`config.mk`:
```
export PLATFORM = sky130hd
export DESIGN_NAME = layer_sequencer_flat
export DESIGN_NICKNAME = d
export VERILOG_FILES = /design/src/rtl/layer_seq_pkg.sv /design/src/rtl/layer_sequencer_if.sv /design/src/rtl/layer_seq_buf.sv /design/src/rtl/layer_sequencer.sv /design/src/flat_wrapper.sv
export SDC_FILE = /design/constraint.sdc
export NUM_CORES = 1
export LEC_CHECK = 0
export BUFFER_PORTS_ARGS = -buffer_cell sky130_fd_sc_hd__buf_2
export CAP_MARGIN = 10
export CORE_MARGIN = 4
export CORE_UTILIZATION = 55
export CTS_CLUSTER_DIAMETER = 40
export DETAILED_ROUTE_END_ITERATION = 8
export GPL_TIMING_DRIVEN = 0
export PLACE_DENSITY_LB_ADDON = 0.2
export RECOVER_POWER = 100
export SLEW_MARGIN = 20
export SYNTH_ARGS = -nofsm -noshare
export SYNTH_HDL_FRONTEND = slang
export SYNTH_SLANG_ARGS = --single-unit
```
`constraint.sdc`:
```
create_clock -name clk -period 5.13 [get_ports clk]
set_clock_uncertainty 0.1 [all_clocks]
set_input_delay 0.513 -clock clk [delete_from_list [all_inputs] [get_ports clk]]
set_output_delay 0.513 -clock clk [all_outputs]
set_load 0.005 [all_outputs]
```
`src/rtl/layer_seq_pkg.sv`:
```
// Shared types and width helpers for the layer sequencer slice.
package layer_seq_pkg;

    typedef enum logic [1:0] {
        FILL,
        BCAST,
        WAIT,
        DRAIN
    } layer_seq_state_t;

    // Width of a counter that must be able to hold the value n itself.
    function automatic int idx_width(input int n);
        return $clog2(n + 1);
    endfunction

    // Width of an address into an n-entry array (at least one bit).
    function automatic int addr_width(input int n);
        return (n > 1) ? $clog2(n) : 1;
    endfunction

endpackage

```
`src/rtl/layer_sequencer_if.sv`:
```
// Input stream, neuron broadcast/collect and output stream of one layer_sequencer.
interface layer_sequencer_if #(
    parameter int dataWidth  = 16,
    parameter int numNeurons = 10
);

    logic [dataWidth-1:0]            in_data;
    logic                            in_valid;
    logic                            in_ready;
    logic [dataWidth-1:0]            nrn_input;
    logic                            nrn_input_valid;
    logic [numNeurons*dataWidth-1:0] nrn_out;
    logic [numNeurons-1:0]           nrn_valid;
    logic [dataWidth-1:0]            out_data;
    logic                            out_valid;
    logic                            out_ready;

    modport slave (
        input  in_data, in_valid, nrn_out, nrn_valid, out_ready,
        output in_ready, nrn_input, nrn_input_valid, out_data, out_valid
    );

    modport master (
        output in_data, in_valid, nrn_out, nrn_valid, out_ready,
        input  in_ready, nrn_input, nrn_input_valid, out_data, out_valid
    );

endinterface

```
`src/rtl/layer_seq_buf.sv`:
```
// Register file with per-entry write enables over a parallel write port,
// one asynchronous read port and a synchronous clear.
module layer_seq_buf
    import layer_seq_pkg::*;
#(
    parameter int depth = 10,
    parameter int width = 16
) (
    input  logic                          clk,
    input  logic                          rst,
    input  logic                          clr,
    input  logic [depth-1:0]              wr_en,
    input  logic [depth*width-1:0]        wr_data,
    input  logic [addr_width(depth)-1:0]  rd_addr,
    output logic [width-1:0]              rd_data
);

    logic [width-1:0] mem [depth];

    always_ff @(posedge clk or negedge rst) begin
        if (!rst) begin
            for (int unsigned i = 0; i < depth; i++) begin
                mem[i] <= '0;
            end
        end else if (clr) begin
            for (int unsigned i = 0; i < depth; i++) begin
                mem[i] <= '0;
            end
        end else begin
            for (int unsigned i = 0; i < depth; i++) begin
                if (wr_en[i]) begin
                    mem[i] <= wr_data[i*width +: width];
                end
            end
        end
    end

    always_comb begin
        rd_data = '0;
        if (int'(rd_addr) < depth) begin
            rd_data = mem[rd_addr];
        end
    end

endmodule

```
`src/rtl/layer_sequencer.sv`:
```
// Buffers an activation vector, broadcasts it to a neuron layer and streams the results out.
// Optional WAIT watchdog: define LAYER_SEQ_TIMEOUT_EN.
module layer_sequencer
    import layer_seq_pkg::*;
#(
    parameter int numInputs     = 10,
    parameter int numNeurons    = 10,
    parameter int dataWidth     = 16,
    parameter int timeoutCycles = 1024
) (
    input  logic             clk,
    input  logic             rst,
    layer_sequencer_if.slave bus,
    output logic             busy,
    output logic             err
);

    localparam int WI_W = idx_width(numInputs);
    localparam int RI_W = idx_width(numNeurons);
    localparam int IA_W = addr_width(numInputs);
    localparam int OA_W = addr_width(numNeurons);

    if (numInputs < 1 || numNeurons < 1 || dataWidth < 1 || timeoutCycles < 1) begin : g_bad_params
        $error("layer_sequencer: size parameters must be positive");
    end

    layer_seq_state_t state, state_nxt;

    logic [WI_W-1:0]       wr_idx;
    logic [WI_W-1:0]       bc_idx;
    logic [RI_W-1:0]       rd_idx;
    logic [numNeurons-1:0] cap;
    logic [numNeurons-1:0] cap_nxt;
    logic [numNeurons-1:0] capture;
    logic [numInputs-1:0]  ibuf_we;
    logic [dataWidth-1:0]  ibuf_rdata;
    logic [dataWidth-1:0]  obuf_rdata;
    logic [dataWidth-1:0]  nrn_input_q;
    logic                  nrn_input_valid_q;
    logic                  in_ready_q;

    logic in_hs, last_in, bc_more, bc_done, all_cap, out_hs, last_out, wd_expire;

    always_comb begin
        in_hs    = in_ready_q && bus.in_valid;
        last_in  = in_hs && (wr_idx == WI_W'(numInputs - 1));
        bc_more  = (bc_idx < WI_W'(numInputs));
        bc_done  = (state == BCAST) && !bc_more;
        capture  = (state == WAIT) ? (bus.nrn_valid & ~cap) : '0;
        cap_nxt  = cap | capture;
        all_cap  = &cap_nxt;
        out_hs   = (state == DRAIN) && bus.out_ready;
        last_out = out_hs && (rd_idx == RI_W'(numNeurons - 1));
        for (int unsigned i = 0; i < numInputs; i++) begin
            ibuf_we[i] = in_hs && (wr_idx == WI_W'(i));
        end
    end

    always_ff @(posedge clk or negedge rst) begin
        if (!rst) begin
            state <= FILL;
        end else begin
            state <= state_nxt;
        end
    end

    always_comb begin
        state_nxt = state;
        case (state)
            FILL:  if (last_in)               state_nxt = BCAST;
            BCAST: if (!bc_more)              state_nxt = WAIT;
            WAIT:  if (all_cap || wd_expire)  state_nxt = DRAIN;
            DRAIN: if (last_out)              state_nxt = FILL;
            default:                          state_nxt = FILL;
        endcase
    end

    // The first broadcast word is registered on the accepting edge so the
    // burst starts one cycle after the last input handshake; bc_idx then
    // points at the next word to load.
    always_ff @(posedge clk or negedge rst) begin
        if (!rst) begin
            wr_idx            <= '0;
            bc_idx            <= '0;
            rd_idx            <= '0;
            cap               <= '0;
            nrn_input_q       <= '0;
            nrn_input_valid_q <= 1'b0;
            in_ready_q        <= 1'b0;
        end else begin
            in_ready_q <= (state_nxt == FILL);

            if (last_out) begin
                wr_idx <= '0;
                rd_idx <= '0;
            end else begin
                if (in_hs)  wr_idx <= wr_idx + WI_W'(1);
                if (out_hs) rd_idx <= rd_idx + RI_W'(1);
            end

            if (last_in) begin
                nrn_input_valid_q <= 1'b1;
                nrn_input_q       <= (numInputs == 1) ? bus.in_data : ibuf_rdata;
                bc_idx            <= WI_W'(1);
            end else if ((state == BCAST) && bc_more) begin
                nrn_input_valid_q <= 1'b1;
                nrn_input_q       <= ibuf_rdata;
                bc_idx            <= bc_idx + WI_W'(1);
            end else begin
                nrn_input_valid_q <= 1'b0;
                nrn_input_q       <= '0;
                if (bc_done) bc_idx <= '0;
            end

            cap <= bc_done ? '0 : cap_nxt;
        end
    end

    layer_seq_buf #(
        .depth (numInputs),
        .width (dataWidth)
    ) u_ibuf (
        .clk     (clk),
        .rst     (rst),
        .clr     (last_out),
        .wr_en   (ibuf_we),
        .wr_data ({numInputs{bus.in_data}}),
        .rd_addr (IA_W'(bc_idx)),
        .rd_data (ibuf_rdata)
    );

    // Cleared on WAIT entry so any neuron that never reports reads back as zero.
    layer_seq_buf #(
        .depth (numNeurons),
        .width (dataWidth)
    ) u_obuf (
        .clk     (clk),
        .rst     (rst),
        .clr     (bc_done),
        .wr_en   (capture),
        .wr_data (bus.nrn_out),
        .rd_addr (OA_W'(rd_idx)),
        .rd_data (obuf_rdata)
    );

`ifdef LAYER_SEQ_TIMEOUT_EN
    localparam int WD_W = idx_width(timeoutCycles);

    logic [WD_W-1:0] wd_cnt;
    logic            err_q;

    assign wd_expire = (state == WAIT) && !all_cap && (wd_cnt == WD_W'(timeoutCycles - 1));

    always_ff @(posedge clk or negedge rst) begin
        if (!rst) begin
            wd_cnt <= '0;
            err_q  <= 1'b0;
        end else begin
            wd_cnt <= (state == WAIT) ? wd_cnt + WD_W'(1) : '0;
            if (wd_expire) err_q <= 1'b1;
        end
    end

    assign err = err_q;
`else
    assign wd_expire = 1'b0;
    assign err       = 1'b0;
`endif

    assign bus.in_ready        = in_ready_q;
    assign bus.nrn_input       = nrn_input_q;
    assign bus.nrn_input_valid = nrn_input_valid_q;
    assign bus.out_valid       = (state == DRAIN);
    assign bus.out_data        = (state == DRAIN) ? obuf_rdata : '0;
    assign busy                = (state != FILL) || (wr_idx != '0);

endmodule

```
`src/flat_wrapper.sv`:
```
// flat-port wrapper written by rule: the top's interface ports become plain ports
module layer_sequencer_flat import layer_seq_pkg::*;
#(
    parameter int numInputs     = 10,
    parameter int numNeurons    = 10,
    parameter int dataWidth     = 16,
    parameter int timeoutCycles = 1024
)
  (clk, rst, busy, err, bus_in_data, bus_in_valid, bus_nrn_out, bus_nrn_valid, bus_out_ready, bus_in_ready, bus_nrn_input, bus_nrn_input_valid, bus_out_data, bus_out_valid);
  layer_sequencer_if #(.dataWidth(dataWidth), .numNeurons(numNeurons)) bus_i ();
  input  logic clk;
  input  logic rst;
  output logic busy;
  output logic err;
  input wire logic [$bits(bus_i.in_data)-1:0] bus_in_data;
  input wire logic [$bits(bus_i.in_valid)-1:0] bus_in_valid;
  input wire logic [$bits(bus_i.nrn_out)-1:0] bus_nrn_out;
  input wire logic [$bits(bus_i.nrn_valid)-1:0] bus_nrn_valid;
  input wire logic [$bits(bus_i.out_ready)-1:0] bus_out_ready;
  output wire logic [$bits(bus_i.in_ready)-1:0] bus_in_ready;
  output wire logic [$bits(bus_i.nrn_input)-1:0] bus_nrn_input;
  output wire logic [$bits(bus_i.nrn_input_valid)-1:0] bus_nrn_input_valid;
  output wire logic [$bits(bus_i.out_data)-1:0] bus_out_data;
  output wire logic [$bits(bus_i.out_valid)-1:0] bus_out_valid;
  assign bus_i.in_data = bus_in_data;
  assign bus_i.in_valid = bus_in_valid;
  assign bus_i.nrn_out = bus_nrn_out;
  assign bus_i.nrn_valid = bus_nrn_valid;
  assign bus_i.out_ready = bus_out_ready;
  assign bus_in_ready = bus_i.in_ready;
  assign bus_nrn_input = bus_i.nrn_input;
  assign bus_nrn_input_valid = bus_i.nrn_input_valid;
  assign bus_out_data = bus_i.out_data;
  assign bus_out_valid = bus_i.out_valid;
  layer_sequencer #(.numInputs(numInputs), .numNeurons(numNeurons), .dataWidth(dataWidth), .timeoutCycles(timeoutCycles)) u_core (.clk(clk), .rst(rst), .bus(bus_i), .busy(busy), .err(err));
endmodule
```
==> Word level (Yosys, flattened, before mapping) <==
Cells that the tools add are included.
{ "word_totals": {"ff_bits": 362, "in_bits": 190, "out_inout_bits": 37, "elab_cells": 149} }
{ "classes": {"add_sub_neg": 3, "n_lt_le_gt_ge": 5, "n_eq_ne": 13, "muxes": 49, "bitwise": 5, "n_reduce_logical": 46} }
{ "op_table": {"columns": ["operator", "count"], "rows": [
  ["16-bit two-way mux", 29],
  ["160-bit two-way mux", 2],
  ["16-bit binary-select mux with 4-bit select", 2],
  ["2-bit nonzero test", 23],
  ["4-bit two-way mux", 7],
  ["10-bit two-way mux", 2],
  ["4-bit by 3-bit equality test with 1-bit output, second input constant", 4],
  ["1-bit logical AND", 15],
  ["4-bit by 1-bit adder with 4-bit output, second input constant", 3],
  ["4-bit equality test, second input constant", 3],
  ["4-bit < comparator, second input constant", 3],
  ["10-bit AND", 1],
  ["5-bit >= comparator, second input constant", 2],
  ["10-bit NOT", 1],
  ["4-bit NOT with 5-bit output", 2],
  ["10-bit bitwise OR", 1],
  ["10-bit AND reduction", 1],
  ["4-bit by 2-bit equality test with 1-bit output, second input constant", 2],
  ["2-bit two-way mux", 4],
  ["2-bit case mux with 4 select lines", 1],
  ["2-bit equality test, second input constant", 2],
  ["4-bit by 1-bit equality test with 1-bit output, second input constant", 1],
  ["2-bit zero test", 2],
  ["4-bit zero test", 1],
  ["other kinds (6)", 7]
]} }

==> Logic depth before layout (Yosys ltp) <==
Gate-level depths: netlist of the first run.
{ "depth": {"ltp_word": 8, "depth_mapped": 9, "ltp_nobuf": 6} }

==> By module <==
Synthesis of the first run repeated with hierarchy kept, for this count alone.
{ "hier_totals": {"hier_cells": 1579, "hier_area_um2": 17581.9} }
{ "by_module_without_submodules": {"columns": ["mod", "n_inst", "cells_each", "area_each_um2", "seq_area_each_um2"], "rows": [
  ["layer_seq_buf", 2, 678, 7767.4, 4003.8],
  ["layer_sequencer", 1, 223, 2047.0, 1051.0]
]} }

==> Worst setup path before layout of the first run <==
OpenSTA, ideal clock, no wires.
{ "synth_timing": {"path_type": "register to output", "startpoint": "reg u_core.rd_idx[0]", "endpoint": "out bus_out_data[12]", "arrival_ns": 1.765, "t_required_ns": 4.517, "slack_ns": 2.752, "path_stages_with_launch": 7, "n_path_buf": 2, "path_cell_list": "dfrtp_1 -> buf_4 -> buf_2 -> mux4_2 -> mux2_2 -> o21ai_0 -> nor2_1"} }
{ "synth_via": {"elab_chain_len": 6, "word_cells_on_any_way": 7, "cone_classes": "order compare (1); mux (5); bitwise (1)"} }
{ "synth_rtl": {"columns": ["element", "line", "source"], "rows": [
  ["start: declaration", "layer_sequencer.sv:31", "logic [RI_W-1:0] rd_idx;"],
  ["start signal: assignment", "layer_sequencer.sv:98", "if (out_hs) rd_idx <= rd_idx + RI_W'(1);"],
  ["4-bit NOT with 5-bit output (not written as such)", "layer_seq_buf.sv:41", "rd_data = mem[rd_addr];"],
  ["16-bit binary-select mux with 4-bit select", "layer_seq_buf.sv:41", null],
  ["16-bit two-way mux (not written as such) (2 in a row)", "layer_seq_buf.sv:41", null],
  ["16-bit two-way mux *", "layer_seq_buf.sv:40", "if (int'(rd_addr) < depth) begin"],
  ["16-bit two-way mux *", "layer_sequencer.sv:174", "assign bus.out_data = (state == DRAIN) ? obuf_rdata : '0;"],
  ["end: declaration", "flat_wrapper.sv:23", "output wire logic [$bits(bus_i.out_data)-1:0] bus_out_data;"]
]} }
Mark *: on every way between the ends. The rest lies on a longest branch, timed or not. The select of a mux whose other input is x is not followed.

==> Worst setup path in the final report of the first run <==
{ "layout_timing": {"startpoint": "reg u_core.bc_idx[0]", "endpoint": "reg u_core.nrn_input_q[3], in the netlist u_core.bus.nrn_input[3]"} }
{ "layout_via": {"elab_chain_len": 7, "word_cells_on_any_way": 10, "cone_classes": "order compare (2); mux (6); bitwise (1); reduce/logical (1)"} }
{ "layout_rtl": {"columns": ["element", "line", "source"], "rows": [
  ["start: declaration", "layer_sequencer.sv:30", "logic [WI_W-1:0] bc_idx;"],
  ["start signal: assignment", "layer_sequencer.sv:108", "bc_idx <= bc_idx + WI_W'(1);"],
  ["4-bit NOT with 5-bit output (not written as such)", "layer_seq_buf.sv:41", null],
  ["16-bit binary-select mux with 4-bit select", "layer_seq_buf.sv:41", null],
  ["16-bit two-way mux (not written as such) (2 in a row)", "layer_seq_buf.sv:41", null],
  ["16-bit two-way mux", "layer_seq_buf.sv:40", null],
  ["16-bit two-way mux", "layer_sequencer.sv:105", "end else if ((state == BCAST) && bc_more) begin"],
  ["16-bit two-way mux *", "layer_sequencer.sv:101", "if (last_in) begin"],
  ["end signal: assignment", "layer_sequencer.sv:103", "nrn_input_q <= (numInputs == 1) ? bus.in_data : ibuf_rdata;"],
  ["end signal: assignment", "layer_sequencer.sv:107", "nrn_input_q <= ibuf_rdata;"],
  ["end: declaration", "layer_sequencer.sv:38", "logic [dataWidth-1:0] nrn_input_q;"]
]} }
Marks and branches as above.
A chain may end at the register's enable or synchronous reset.

==> results of run 1 <==
[worst register-to-register path, delay by kind of cell, from the launching register on]
| family | cells | cell delay [ns] |
|---|---|---|
| flip-flops | 1 | 0.40 |
| multiplexers | 1 | 0.30 |
| AO/OA/AOI/OAI | 3 | 0.73 |
| buffers and inverters | 4 | 2.51 |
[per-layer routing]
| metal | track usage | part of all wire |
|---|---|---|
| met1 | 0.4609 | 0.41 |
| met2 | 0.4914 | 0.46 |
| met3 | 0.07341 | 0.10 |
| met4 | 0.09790 | 0.027 |
| met5 | 0 | 0.00050 |
[placed cells by master, fill, tap and decap left out, drive strengths merged, types with 3 or more instances in the layout]
cell,netlist,routed
nand2,581,581
dfrtp,362,362
a21oi,300,300
buf,54,219
clkbuf,86,199
o21ai,54,54
mux4,49,49
nor2,48,48
a22o,48,48
mux2i,47,47
mux2,32,32
clkinvlp,0,13
a221oi,12,12
inv,8,12
nor3b,10,10
and2,10,10
diode,0,8
nand3b,8,8
o22ai,7,7
nand3,7,7
ha,7,7
clkinv,0,7
nor2b,6,6
bufinv,0,5
or3,3,3
nand2b,3,3
[power groups by stage]
| stage | Clock (mW) | Combinational (mW) | Sequential, mW |
|---|---|---|---|
| 2_1_floorplan | 0 | 2.51 | 4.08 |
| 3_3_place_gp | 0 | 3.55 | 4.23 |
| 3_5_place_dp | 0 | 3.65 | 4.28 |
| 4_1_cts | 3.63 | 3.70 | 4.25 |
| 5_1_grt | 3.77 | 4.03 | 4.35 |
| 6_report | 3.62 | 3.71 | 4.28 |
[synthesized netlist by cell type (all sizes together)]
master,number,area share
a21oi,300,0.088
a221oi,12,0.0062
a22o,48,0.025
a22oi,1,0.00074
a31o,2,0.0010
a31oi,1,0.00037
a32oi,1,0.00052
and2,10,0.0037
and3,2,0.00074
and4b,2,0.0012
and4bb,1,0.00074
buf,54,0.018
clkbuf,86,0.019
conb,1,0.00022
dfrtp,362,0.53
ha,7,0.0052
inv,8,0.0018
mux2,32,0.021
mux2i,47,0.028
mux4,49,0.065
nand2,581,0.13
nand2b,3,0.0011
nand3,7,0.0021
nand3b,8,0.0035
nor2,48,0.011
nor2b,6,0.0022
nor3,1,0.00029
nor3b,10,0.0074
nor4,1,0.00037
o211ai,2,0.00088
o21a,1,0.00044
o21ai,54,0.016
o22ai,7,0.0026
o311ai,1,0.00052
o31ai,1,0.00044
or2,2,0.00074
or3,3,0.0011
or3b,1,0.00052
or4,2,0.00088
xnor2,1,0.00052
xor2,2,0.0010
[kinds of logic after synthesis]
group | after synthesis
buf+inv | 148
mux | 128
other cells | 1
compound gates | 431
flops | 362
simple gates | 688
fa+ha+maj | 7
xor+xnor | 3
[final timing paths]
kind | from | to | cells after the start
worst max-delay path | u_core.bc_idx[0]$_DFFE_PN0P_ | u_core.bus.nrn_input[3]$_DFF_PN0_ | 8
worst min-delay path | bus_nrn_out[150] | u_core.u_obuf.mem[6]$_DFFE_PN0P_ | 2
worst max register to register | u_core.bc_idx[0]$_DFFE_PN0P_ | u_core.bus.nrn_input[3]$_DFF_PN0_ | 8
worst min register to register | u_core.u_obuf.mem[18]$_DFFE_PN0P_ | u_core.u_obuf.mem[18]$_DFFE_PN0P_ | 1
max in group asynchronous | rst | u_core.bus.nrn_input[8]$_DFF_PN0_ | 3
min in group asynchronous | rst | u_core.u_obuf.mem[156]$_DFFE_PN0P_ | 2
[stage by stage]
stage	cell area, sq um	power (mW)	setup TNS (ns)	util
floorplan	17000	6.593	0	-
global placement	18550	7.786	-1263.15	0.6079
detailed placement	18670	7.926	0	0.6118
CTS	20450	11.57	0	0.6703
global route	20380	12.14	0	0.6680
finish	20380	11.60	0	0.6680
[sequential cells by signal, summed over array words and instances, names as in the netlist]
| register | flops |
|---|---|
| u_core.bc_idx | 4 |
| u_core.bus.nrn_input_valid | 1 |
| u_core.cap | 10 |
| u_core.rd_idx | 4 |
| u_core.bus.in_ready | 1 |
| u_core.state | 2 |
| u_core.u_ibuf.mem | 160 |
| u_core.u_obuf.mem | 160 |
| u_core.bus.nrn_input | 16 |
| u_core.wr_idx | 4 |
[area by class of cell]
class	instances	area (sq um)	share of cell area
clock buffer	65	1441	0.07073
inverter	8	30.03	0.001473
sequential	362	9059	0.4445
clock inverter	29	332.8	0.01633
tap	396	495.5	0.02431
antenna	8	20.02	0.0009823
multi-input combinational	1258	7283	0.3574
timing repair buffer	214	1130	0.05544
buffer	140	588.1	0.02886
[timing repair]
| item | 4_1_cts | 5_1_grt |
|---|---|---|
| setup endpoints to repair | 0 | 0 |
| hold buffers | 1 | 0 |
| hold endpoints to repair | 55 | 0 |
==> metrics.txt, run 1 <==
antenna viol nets, final 0; Clock Pin Slew Worst Setup and Hold Paths 0.06 ns; Reg power frac 0.369; sequential-to-total area share from yosys stat 0.5327; Setup WS pre-CTS 1.996 ns; Core Area 30510 sq um; Final setup violation count 0; Ys Warns 0; DP Wirelength 38510 microns; Detailed Route Iter0 Violations 1561; Buf+Inv Stages, Crit Path 4; clk root buf clkbuf_16; CTS tree done; worst-path maximum fanout 10; post_cts resized 0; vias in the first global route 15087; combinational power share 0.320; HP Class input pin to flip-flop; Initial Util 0.5573; reg-to-reg setup timing slack 0.98 ns; CP Launch Type flip-flop; total vias in the final route 14914; die area 33790 sq um; Num CTS Buffers 51; Slew headroom -0.5649; IO Pins 227; hold_ws 0.07269 ns; TritonRoute pass-1 iters 6; xor and xnor area share after synthesis 0.001545; crit-path leading delay family buffers and inverters; most frequent cell on the critical path clkbuf_1; clock power share 0.312; placed cells 2377; RSZ-0062 raised after global routing no; GRT Resource Usage Total 0.3197; Clock Latency Late Sink 0.56 ns; Final period util 0.8097; worst slew pin tran 2.347 ns; Adder-Cell Fraction of Synth Area 0.005151; crit path capture type flip-flop; mapped cell area 17000 sq um; layout cells sized above 1 0.1922; power per cell area 569.0 nW/um^2; Crit Path Class flip-flop to flip-flop; H-tree depth 2; setup ws final 0.9761 ns; Internal Power 7.537 mW; fin. max-slew vios 93; Post-CTS Setup Inserts 0; first-pass GRT wire length 84120 microns; fin cells 2480; standard-cell rows 64; Yosys cell types 46; Clock Tree Buf Depth 3; gr ovfl total 0; Arr. time, crit path 4.49 ns; largest net degree at the start of global routing 97; VDD IR max 0.2511 mV; Sink Count 362; via/cell ratio 6.014; failing checks capacitance limit, slew limit; Avg WL per Cell 21.90 microns; Net Sw Frac 0.3501; CP required 5.46 ns; Max Freq 240.7 MHz; sw power 4.060 mW; Fillers 2406; largest family of logic cells by synthesized area simple AND/OR/NAND/NOR gates; initial antenna violation count 11; Critical-path top delay cell clkbuf_1; min Tclk post-route 4.154 ns; worst-path cell chain clkbuf_1 > clkbuf_1 > clkbuf_1 > clkbuf_1 > mux2i_1 > a221oi_1 > o21ai_0 > a21oi_1; Area growth syn-to-layout 19.85%; CP max stage delay 0.72 ns; status complete, but fails checks; DIE WIDTH 183.8 microns; Final Hold Vio Count 0; register bit total from synthesis 362; Post-Synth Simple-Gate Area 0.1653; post-synthesis mux area share 0.1138; Placer Congestion 0.9477; PortBufs 209; nets@finish 2232; Mean Syn Cell Area 9.618 sq um; compound-gate portion of the synthesized area 0.1426; Net Count, Synth 1965; P_leak 9.123 nW; Syn Inst Count 1768; maxcap violations 1; chip height 183.8 microns; WL final 54320 microns; DRC violations left 0
No activity file was read; power rests on OpenSTA's default activity.
==> inputs of run 2 (changes only) <==
--- a/config.mk
+++ b/config.mk
@@ -8,7 +8,7 @@
 export BUFFER_PORTS_ARGS = -buffer_cell sky130_fd_sc_hd__buf_2
 export CAP_MARGIN = 10
 export CORE_MARGIN = 4
-export CORE_UTILIZATION = 55
+export CORE_UTILIZATION = 52
 export CTS_CLUSTER_DIAMETER = 40
 export DETAILED_ROUTE_END_ITERATION = 8
 export GPL_TIMING_DRIVEN = 0
==> constraint.sdc (replaced) <==
create_clock -name clk -period 3.45 [get_ports clk]
set_clock_uncertainty 0.1 [all_clocks]
set_input_delay 0.345 -clock clk [delete_from_list [all_inputs] [get_ports clk]]
set_output_delay 0.345 -clock clk [all_outputs]
set_load 0.005 [all_outputs]
==> metrics.txt, run 2 (synthesis results as in run 1) <==
status complete, but fails checks (unchanged); failing checks capacitance limit, slew limit (unchanged); r2r startpoint u_core.bc_idx[1]$_DFFE_PN0P_ (was u_core.bc_idx[0]$_DFFE_PN0P_); setup TNS 0 ns (unchanged); first-pass GRT wire length 90760 microns (was 84120 microns); initial antenna violation count 11 (unchanged); hold path cells 3 (was 2); DIE WIDTH 188.8 microns (was 183.8 microns); R2R Path End u_core.bus.nrn_input[4]$_DFF_PN0_ (was u_core.bus.nrn_input[3]$_DFF_PN0_); fin cells 2684 (was 2480); reg-to-reg setup timing slack 0.27 ns (was 0.98 ns); clk root buf clkbuf_16 (unchanged); Clock Latency Late Sink 0.56 ns (about the same); vias in the first global route 15996 (was 15087); Post-CTS Setup Inserts 0 (unchanged); Hold Crit Start bus_nrn_valid[5] (was bus_nrn_out[150]); placed cells 2415 (was 2377); Sink Count 362 (unchanged); total vias in the final route 15856 (was 14914); min Tclk post-route 3.375 ns; RSZ-0062 raised after global routing yes (was no); Avg WL per Cell 21.70 microns (was 21.90 microns); Setup WS pre-CTS 0.3878 ns (was 1.996 ns); P_leak 9.925 nW (was 9.123 nW); chip height 188.8 microns (was 183.8 microns); Arr. time, crit path 2.93 ns (was 4.49 ns); via/cell ratio 5.908 (was 6.014); nets@finish 2398 (was 2232); H-tree depth 2 (unchanged); Final period util 0.9783; antenna viol nets, final 0 (unchanged); GRT Resource Usage Total 0.3233 (was 0.3197); gr ovfl total 0 (unchanged); maxcap violations 1 (unchanged); Fillers 2384 (was 2406); Crit Path Class flip-flop to output pin (was flip-flop to flip-flop); PortBufs 209 (unchanged); most frequent cells in the layout nand2_1 (581), dfrtp_1 (362), a21oi_1 (300) (unchanged); Core Area 31880 sq um (was 30510 sq um); Clock Pin Slew Worst Setup and Hold Paths 0.06 ns (about the same); HP Class input pin to flip-flop (unchanged); Initial Util 0.5334 (was 0.5573); CTS tree done (unchanged); Hold Path End u_core.cap[5]$_DFF_PN0_ (was u_core.u_obuf.mem[6]$_DFFE_PN0P_); CP Launch Type flip-flop (unchanged); Detailed Route Iter0 Violations 1812 (was 1561); TritonRoute pass-1 iters 6 (unchanged); setup ws final 0.07483 ns (was 0.9761 ns); Placer Congestion 0.9431 (was 0.9477); power per cell area 802.5 nW/um^2 (was 569.0 nW/um^2); Clock Tree Buf Depth 3 (unchanged); hold_ws 0.05498 ns (was 0.07269 ns); VDD IR max 0.4161 mV (was 0.2511 mV); IO Pins 227 (unchanged); Final Hold Vio Count 0 (unchanged); R2R depth 6 (was 8); most common cell after layout, fill and taps aside nand2_1 (unchanged); layout cells sized above 1 0.1821 (was 0.1922); DP Wirelength 38480 microns (was 38510 microns); worst slew pin tran 2.124 ns (was 2.347 ns); Final setup violation count 0 (unchanged); Max Freq 296.3 MHz; Slew headroom -0.4159 (was -0.5649); final core occ 0.6951 (was 0.6680); standard-cell rows 65 (was 64); CP required 3.00 ns (was 5.46 ns); die area 35660 sq um (was 33790 sq um); fin area 22160 sq um (was 20380 sq um); WL final 58230 microns (was 54320 microns); Seq. cell area 9059 sq um (unchanged); Area growth syn-to-layout 30.33% (was 19.85%); total power draw 17.79 mW (was 11.60 mW); area of the multi-input gates 7283 sq um (unchanged); Num CTS Buffers 51 (unchanged); largest net degree at the start of global routing 102 (was 97); placed inst area 18690 sq um (was 18670 sq um); fin. max-slew vios 84 (was 93); DRC violations left 0 (unchanged); worst-path maximum fanout 10 (unchanged); crit path capture type output pin (was flip-flop)
run 2: worst max-delay path by stage:
stage,start,end,slack [ns],cells past startpoint
floorplan,u_core.rd_idx[0]$_DFFE_PN0P_,bus_out_data[12],1.24,6
global placement,rst,u_core.u_ibuf.mem[140]$_DFFE_PN0P_,-5.09,1
detailed placement,u_core.rd_idx[1]$_DFFE_PN0P_,u_core.u_ibuf.mem[28]$_DFFE_PN0P_,0.39,9
CTS,u_core.rd_idx[1]$_DFFE_PN0P_,bus_out_data[5],0.02,6
global route,u_core.rd_idx[0]$_DFFE_PN0P_,bus_out_data[11],-0.01,9
finish,u_core.rd_idx[0]$_DFFE_PN0P_,bus_out_data[10],0.07,7
run 2: layout make-up:
| type | instances | share of cell area |
|---|---|---|
| timing repair buffer | 380 | 0.1256 |
| multi-input combinational | 1258 | 0.3286 |
| sequential | 362 | 0.4088 |
| clock buffer | 66 | 0.06566 |
| antenna | 8 | 0.0009033 |
| tap | 435 | 0.02456 |
| inverter | 8 | 0.001355 |
| buffer | 140 | 0.02778 |
| clock inverter | 27 | 0.01671 |
run 2: report_power, final:
part	internal [mW]	switching, mW	leakage [nW]
registers	5.52	0.864	4.81
clock network	3.58	2.01	0.894
logic	2.50	3.32	4.22
total	11.6	6.19	9.92
run 2: what timing repair did:
action | CTS | global route
gates resized for setup | 1 | 3
pin swaps | 0 | 0
hold buffers | 168 | 0
endpoints found under the setup margin | 4 | 13
hold endpoints to repair | 250 | 0
gates cloned | 0 | 0
run 2: layer usage:
layer | vias up | track usage | part of all wire
met5 | - | 0 | 0.00079
met4 | 8 | 0.1110 | 0.035
met3 | 175 | 0.08096 | 0.10
met2 | 889 | 0.4899 | 0.45
met1 | 7875 | 0.4606 | 0.41
li1 | 6909 | - | -
run 2: critical path, cell delays in order, from the launching register on:
cell and delay [ns]:
dfrtp_1 0.43, buf_4 0.20, buf_6 0.22, buf_6 0.21, mux4_2 0.57, o21ai_0 0.44, a21oi_1 0.15, buf_2 0.15
